**src/rtl/id_stage.sv**
```systemverilog
// Instruction-decode stage: register file, control decode,
// immediate generation and load-use hazard detection.
module id_stage #(
  parameter int XLEN  = 64,
  parameter int NREGS = 32
) (
  input  logic            clock,
  input  logic            reset,
  input  logic [31:0]     IFID_Instruction,
  input  logic [XLEN-1:0] IFID_PC,
  input  logic            Flush,
  input  logic            IDEX_MemRead,
  input  logic [4:0]      IDEX_Rd,
  input  logic            WB_RegWrite,
  input  logic [4:0]      WB_Rd,
  input  logic [XLEN-1:0] WB_Data,
  output logic            RegWrite,
  output logic            MemToReg,
  output logic            Branch,
  output logic            MemRead,
  output logic            MemWrite,
  output logic            ALUSrc,
  output logic            Shift,
  output logic [1:0]      ALUOp,
  output logic [XLEN-1:0] PC,
  output logic [XLEN-1:0] Read_Data_1,
  output logic [XLEN-1:0] Read_Data_2,
  output logic [XLEN-1:0] Immediate,
  output logic [3:0]      Instruction_30_14_12,
  output logic [4:0]      Instruction_11_7,
  output logic            Stall
);

  localparam logic [6:0] OP_R  = 7'b0110011;
  localparam logic [6:0] OP_I  = 7'b0010011;
  localparam logic [6:0] OP_LD = 7'b0000011;
  localparam logic [6:0] OP_ST = 7'b0100011;
  localparam logic [6:0] OP_BR = 7'b1100011;

  logic [31:0]     instr;
  logic [6:0]      opcode;
  logic [2:0]      funct3;
  logic [4:0]      rs1;
  logic [4:0]      rs2;
  logic [XLEN-1:0] regs [NREGS];

  assign instr  = IFID_Instruction;
  assign opcode = instr[6:0];
  assign funct3 = instr[14:12];
  assign rs1    = instr[19:15];
  assign rs2    = instr[24:20];

  always_ff @(posedge clock) begin
    if (!reset) begin
      for (int i = 0; i < NREGS; i++)
        regs[i] <= '0;
    end else if (WB_RegWrite && WB_Rd != 5'd0) begin
      regs[WB_Rd] <= WB_Data;
    end
  end

  // Same-cycle writeback is forwarded so ID never reads a stale value.
  assign Read_Data_1 =
    (rs1 == 5'd0) ? '0 :
    (WB_RegWrite && WB_Rd == rs1) ? WB_Data :
    regs[rs1];

  assign Read_Data_2 =
    (rs2 == 5'd0) ? '0 :
    (WB_RegWrite && WB_Rd == rs2) ? WB_Data :
    regs[rs2];

  logic is_r;
  logic is_i;
  logic is_ld;
  logic is_st;
  logic is_br;

  assign is_r  = (opcode == OP_R);
  assign is_i  = (opcode == OP_I);
  assign is_ld = (opcode == OP_LD);
  assign is_st = (opcode == OP_ST);
  assign is_br = (opcode == OP_BR);

  // {RegWrite, MemToReg, Branch, MemRead, MemWrite, ALUSrc, ALUOp}
  logic [7:0]      ctrl;
  logic            shift_d;
  logic [XLEN-1:0] imm;

  always_comb begin
    ctrl    = '0;
    shift_d = 1'b0;
    imm     = '0;
    unique case (1'b1)
      is_r: ctrl = 8'b1000_0010;
      is_i: begin
        ctrl    = 8'b1000_0111;
        shift_d = (funct3 == 3'b001) ||
                  (funct3 == 3'b101);
        imm     = {{(XLEN-12){instr[31]}},
                   instr[31:20]};
      end
      is_ld: begin
        ctrl = 8'b1101_0100;
        imm  = {{(XLEN-12){instr[31]}},
                instr[31:20]};
      end
      is_st: begin
        ctrl = 8'b0000_1100;
        imm  = {{(XLEN-12){instr[31]}},
                instr[31:25], instr[11:7]};
      end
      is_br: begin
        ctrl = 8'b0010_0001;
        imm  = {{(XLEN-13){instr[31]}},
                instr[31], instr[7],
                instr[30:25], instr[11:8],
                1'b0};
      end
      default: ;
    endcase
  end

  logic uses_rs2;
  logic hazard;
  logic bubble;

  assign uses_rs2 = is_r || is_st || is_br;

  assign hazard =
    IDEX_MemRead && (IDEX_Rd != 5'd0) &&
    ((IDEX_Rd == rs1) ||
     ((IDEX_Rd == rs2) && uses_rs2));

  assign Stall  = reset && hazard;
  assign bubble = !reset || Stall || Flush;

  assign {RegWrite, MemToReg, Branch, MemRead,
          MemWrite, ALUSrc, ALUOp} =
    bubble ? 8'b0 : ctrl;
  assign Shift = bubble ? 1'b0 : shift_d;

  assign PC                   = IFID_PC;
  assign Immediate            = imm;
  assign Instruction_30_14_12 = {instr[30], funct3};
  assign Instruction_11_7     = instr[11:7];

endmodule

```
**config.mk**
```make
export PLATFORM = sky130hd
export DESIGN_NAME = id_stage
export DESIGN_NICKNAME = d
export VERILOG_FILES = /design/src/rtl/id_stage.sv
export SDC_FILE = /design/constraint.sdc
export NUM_CORES = 2
export LEC_CHECK = 0
export ABC_CLOCK_PERIOD_IN_PS = 6100
export BUFFER_PORTS_ARGS = -buffer_cell sky130_fd_sc_hd__buf_4
export CAP_MARGIN = 20
export CORE_MARGIN = 8
export CORE_UTILIZATION = 25
export DETAILED_ROUTE_END_ITERATION = 12
export PLACE_DENSITY = 0.38
export SLEW_MARGIN = 20
export SYNTH_ARGS = -nofsm -noshare
export SYNTH_HDL_FRONTEND = slang
export SYNTH_SLANG_ARGS = --single-unit
```
**constraint.sdc**
```tcl
create_clock -name clock -period 6.1 [get_ports clock]
set_input_delay 0.61 -clock clock [delete_from_list [all_inputs] [get_ports clock]]
set_output_delay 0.61 -clock clock [all_outputs]
set_load 0.02 [all_outputs]
```
# After elaboration in Yosys (flattened, before gate mapping)
# Memories as Yosys holds them, arrays and structs flattened.
# Index checks and enable logic that the tools add are counted.
[totals] ram_bits=2048 reg_bits=0 word_cells=48 latch_bits=0 mem_count=1 mem_bits_ro=0
[memory_table] name="regs" words=32 word_bits=64 rd=2 rd_clocked_by_memory_dff=0 write_ports=32 line="45" source="logic [XLEN-1:0] regs [NREGS];"
[op_classes] addsub=0 shifts=0 n_mux=16 eq_ne=11 n_div=0 multipliers=0 bitwise_logic=0 reduce_logical=20 order_cmp=0
[op_table] operator="$mux W64" count=5
[op_table] operator="$pmux W64 S3" count=1
[op_table] operator="$reduce_or A64 Y1" count=1
[op_table] operator="$pmux W8 S5" count=1
[op_table] operator="$eq A5 B5 Y1" count=4
[op_table] operator="$eq A7 B6 Y1 const B" count=2
[op_table] operator="$logic_not A5 Y1" count=2
[op_table] operator="$reduce_bool A5 Y1" count=2
[op_table] operator="$mux W8" count=1
[op_table] operator="$eq A7 B2 Y1 const B" count=1
[op_table] operator="$eq A7 B5 Y1 const B" count=1
[op_table] operator="$eq A7 B7 Y1 const B" count=1
[op_table] operator="$logic_and A1 B1 Y1" count=7
[op_table] operator="$mux W1" count=7
[op_table] operator="$logic_or A1 B1 Y1" count=6
[op_table] operator="$mux W5" count=1
[op_table] operator="$eq A3 B1 Y1 const B" count=1
[op_table] operator="$eq A3 B3 Y1 const B" count=1
[op_table] operator="$reduce_or A2 Y1" count=1
[op_table] operator="$logic_not A1 Y1" count=1

# Logic depth before layout (Yosys ltp)
[logic_depth] depth_word=10 ltp_mapped=11

# Worst setup path after synthesis
# OpenSTA, ideal clock, no wires.
[synth_path] kind="input to register" startpoint="input port WB_Rd[3]" endpoint="memory regs[4][0], enable pin" t_arrival_ns=5.966 stages=4 required_ns=5.526 path_slack_ns=-0.441 setup_time_ns=0.574 path_cell_list="clkbuf_1 > or3b_2 > clkbuf_1 > o21ai_0"
[synth_lines] item="start, declared" line="15" source="input logic [4:0] WB_Rd,"
[synth_lines] item="end, declared" line="45"

# Worst setup path in the final report
[layout_path] startpoint="input port IFID_Instruction[20]" endpoint="output port Read_Data_2[31]"
[layout_between] elab_chain_cells=4
[layout_lines] item="start, declared" line="9" source="input logic [31:0] IFID_Instruction,"
[layout_lines] item="parallel branches: the longest is 3 deep, another holds $mem_v2 Z32 W64"
[layout_lines] item="$mux W64 *" line="69" source="(rs2 == 5'd0) ? '0 :"
[layout_lines] item="end, declared" line="27" source="output logic [XLEN-1:0] Read_Data_2,"
# Mark *: on every way between the ends.

==> summary.md <==
| Metric | Value |
|---|---|
| Pre-CTS setup slack | 1.10 ns |
| # IOs | 450 |
| Finished Cell Area | 127000 um2 |
| Vias | 74872 |
| Max reg flops | 2048 |
| Min cycle time layout | 4.96 ns |
| Outcome | finished clean |
| Avg Vias per Cell | 5.53 |
| Area occupied by multi-input gates | 44600 um2 |
| Rows | 243 |
| Area post-placement | 120000 um2 |
| Most flop-heavy register | regs |
| Drt first pass iters | 5 |
| RSZ-0062 raised after global routing | no |
| Worst hold path type | in -> reg |
| Final setup viols | 0 |
| Total wire length | 559000 um |
| Post-CTS Setup Inserts | 0 |
| Commonest non-fill, non-tap cell in the layout | edfxtp_1 |
| CTS HTree Levels | 4 |
| Critical path endpoint category | output port |
| Post-CTS Hold Fix Bufs | 0 |
| EDFF count, synth | 2048 |
| Synth unique cells | 55 |
| Worst-path maximum fanout | 33 |
| Top Registers | regs x2048 |
| Clock transition at the registers of the reported paths | 0.06 ns |
| CP Launch Type | input pin |
| Max-cap violation count | 0 |
| GRT Resource Usage Total | 23.4% |
| Vias in the first global route | 73880 |
| Global-route wire length before repair | 734000 um |
| Fin. Hold Viols | 0 |
| CTS tree | done |
| Slew headroom | 18.1% |
| PwrDens | 285 nW/um2 |
| Initial antenna violation count | 94 |
| Leak | 43.9 nW |
| Synth warnings | 0 |
| Worst EP arrival | 4.35 ns |
| Least-Margin Pin Slew | 1.23 ns |
| FF/Latch Area | 61500 um2 |
| Most frequent cells in the layout | edfxtp_1, and2_1, mux4_2, buf_4, mux2i_1 |
| Maximum VDD drop | 0.000238 V |
| Final net count | 7695 |
| 1st-iter DRT viols | 10489 |
| Count of pins over their slew limit | 0 |
| Die W | 678 um |
| Setup WS post-layout | 1.14 ns |
| Top FF cell, synth | edfxtp_1 |
| Fin crit share | 81.2% |
| Root buffer cell | clkbuf_16 |
| Initial core utilization | 25.1% |
| Post-synthesis sequential element count | 2048 |
| Cts repair resizes | 0 |
| Gr ovfl total | 0 |
| Gp weighted congestion | 0.811 |
| Avg Cell Area, Syn | 14.7 um2 |
| Async S/R FF share, synth | 0% |
| Wire length per cell | 41.2 um |
| Port-buffer cells | 319 |
| Routed Antenna Nets | 0 |
| Post-route setup TNS | 0 ns |
| Core Box Area | 437000 um2 |
| DP HPWL | 321000 um |
| Fillers | 43500 |
| Post-synthesis cell area | 110000 um2 |
| Die height | 678 um |
| Clk buf depth | 4 |
| DIE AREA | 460000 um2 |
| Crit path kind | in -> out |
| Hold WS | 0.250 ns |
| Mapped Cells | 7464 |
| Residual DRC | 0 |
| Pin count of the biggest net entering global routing | 75 |
| Clock Sinks | 2048 |
| Fmax | 202 MHz |
| PnR Total Power | 36.3 mW |
| Layout cell share with drive strength beyond 1 | 24.8% |
| Post-synthesis sequential area ratio | 56.1% |
| Worst EP required | 5.49 ns |
| Area growth syn-to-layout | 16.3% |
| CTS Buf Count | 240 |
-- report_power, final --
part / internal [mW] / switching (mW)
Sequential: 16.3 / 0.397
Combinational: 1.82 / 3.37
Clock: 8.13 / 6.28
-- through the flow --
step           util [%]  cells
2_1_floorplan         -   7527
3_3_place_gp       27.4  13030
3_5_place_dp       27.4  13035
4_1_cts            29.1  13470
5_1_grt            29.1  13482
6_report           29.2  13546
-- final cells by class --
class | instances | area share [%]
diodes | 76 | 0.149
well taps | 5757 | 5.65
flip-flops and latches | 2048 | 48.3
repair buffers | 691 | 5.07
multi-input cells | 4536 | 35.0
clock buffers | 303 | 4.98
clock inverters | 132 | 0.879
inverters | 3 | 0.0128
-- cells in the mapped netlist, drive strengths merged, types with 2 or more instances --
| master | n | share of area (%) |
|---|---|---|
| edfxtp | 2048 | 56 |
| and2 | 1989 | 11 |
| mux4 | 786 | 16 |
| clkbuf | 614 | 2.1 |
| mux2i | 488 | 4.5 |
| buf | 326 | 1.9 |
| a22o | 209 | 1.7 |
| a21oi | 207 | 0.95 |
| a22oi | 172 | 1.2 |
| o221ai | 126 | 1.0 |
| o22ai | 113 | 0.65 |
| a2111oi | 91 | 0.75 |
| nor2 | 56 | 0.19 |
| o21ai | 39 | 0.18 |
| a211oi | 30 | 0.21 |
| nand2 | 26 | 0.089 |
| nor2b | 16 | 0.091 |
| nor3 | 16 | 0.073 |
| xor2 | 16 | 0.13 |
| mux2 | 10 | 0.10 |
| or3 | 9 | 0.051 |
| nand3 | 8 | 0.037 |
| a221oi | 7 | 0.056 |
| nand3b | 7 | 0.048 |
| nand2b | 6 | 0.034 |
| a211o | 5 | 0.040 |
| or3b | 5 | 0.040 |
| a21o | 4 | 0.027 |
| a32o | 4 | 0.037 |
| nor4 | 4 | 0.023 |
| xnor2 | 4 | 0.032 |
| a221o | 3 | 0.027 |
| inv | 3 | 0.010 |
| o221a | 3 | 0.031 |
| a21bo | 2 | 0.018 |
-- logic make-up after synthesis --
logic type	synth area share [%]
other cells	0.00342
buf+inv	4.05
flops	56.1
xor+xnor	0.160
compound gates	6.86
simple gates	12.1
mux	20.7
-- critical path, cell delays in order --
cell and delay (ns):
buf_8 0.36, buf_12 0.31, buf_4 0.32, buf_4 0.27, mux4_2 0.56, o22ai_1 0.19
nor3_1 0.07, o21ai_0 0.59, o21ai_1 0.51, buf_4 0.34
-- per-layer routing --
| metal | up-vias | routed length [um] | GRT usage, % |
|---|---|---|---|
| li1 | 28990 | - | - |
| met1 | 40815 | 229000 | 31.2 |
| met2 | 4279 | 264000 | 38.8 |
| met3 | 784 | 43200 | 3.57 |
| met4 | 4 | 22100 | 8.11 |
| met5 | - | 26 | 0 |
-- path summary, 6_finish.rpt --
check / depth (start not counted) / slack (ns) / start / to
max: 10 / 1.14 / IFID_Instruction[20] / Read_Data_2[31]
min: 2 / 0.25 / WB_Data[62] / regs[20][62]
No activity file was read; power rests on OpenSTA's default activity.
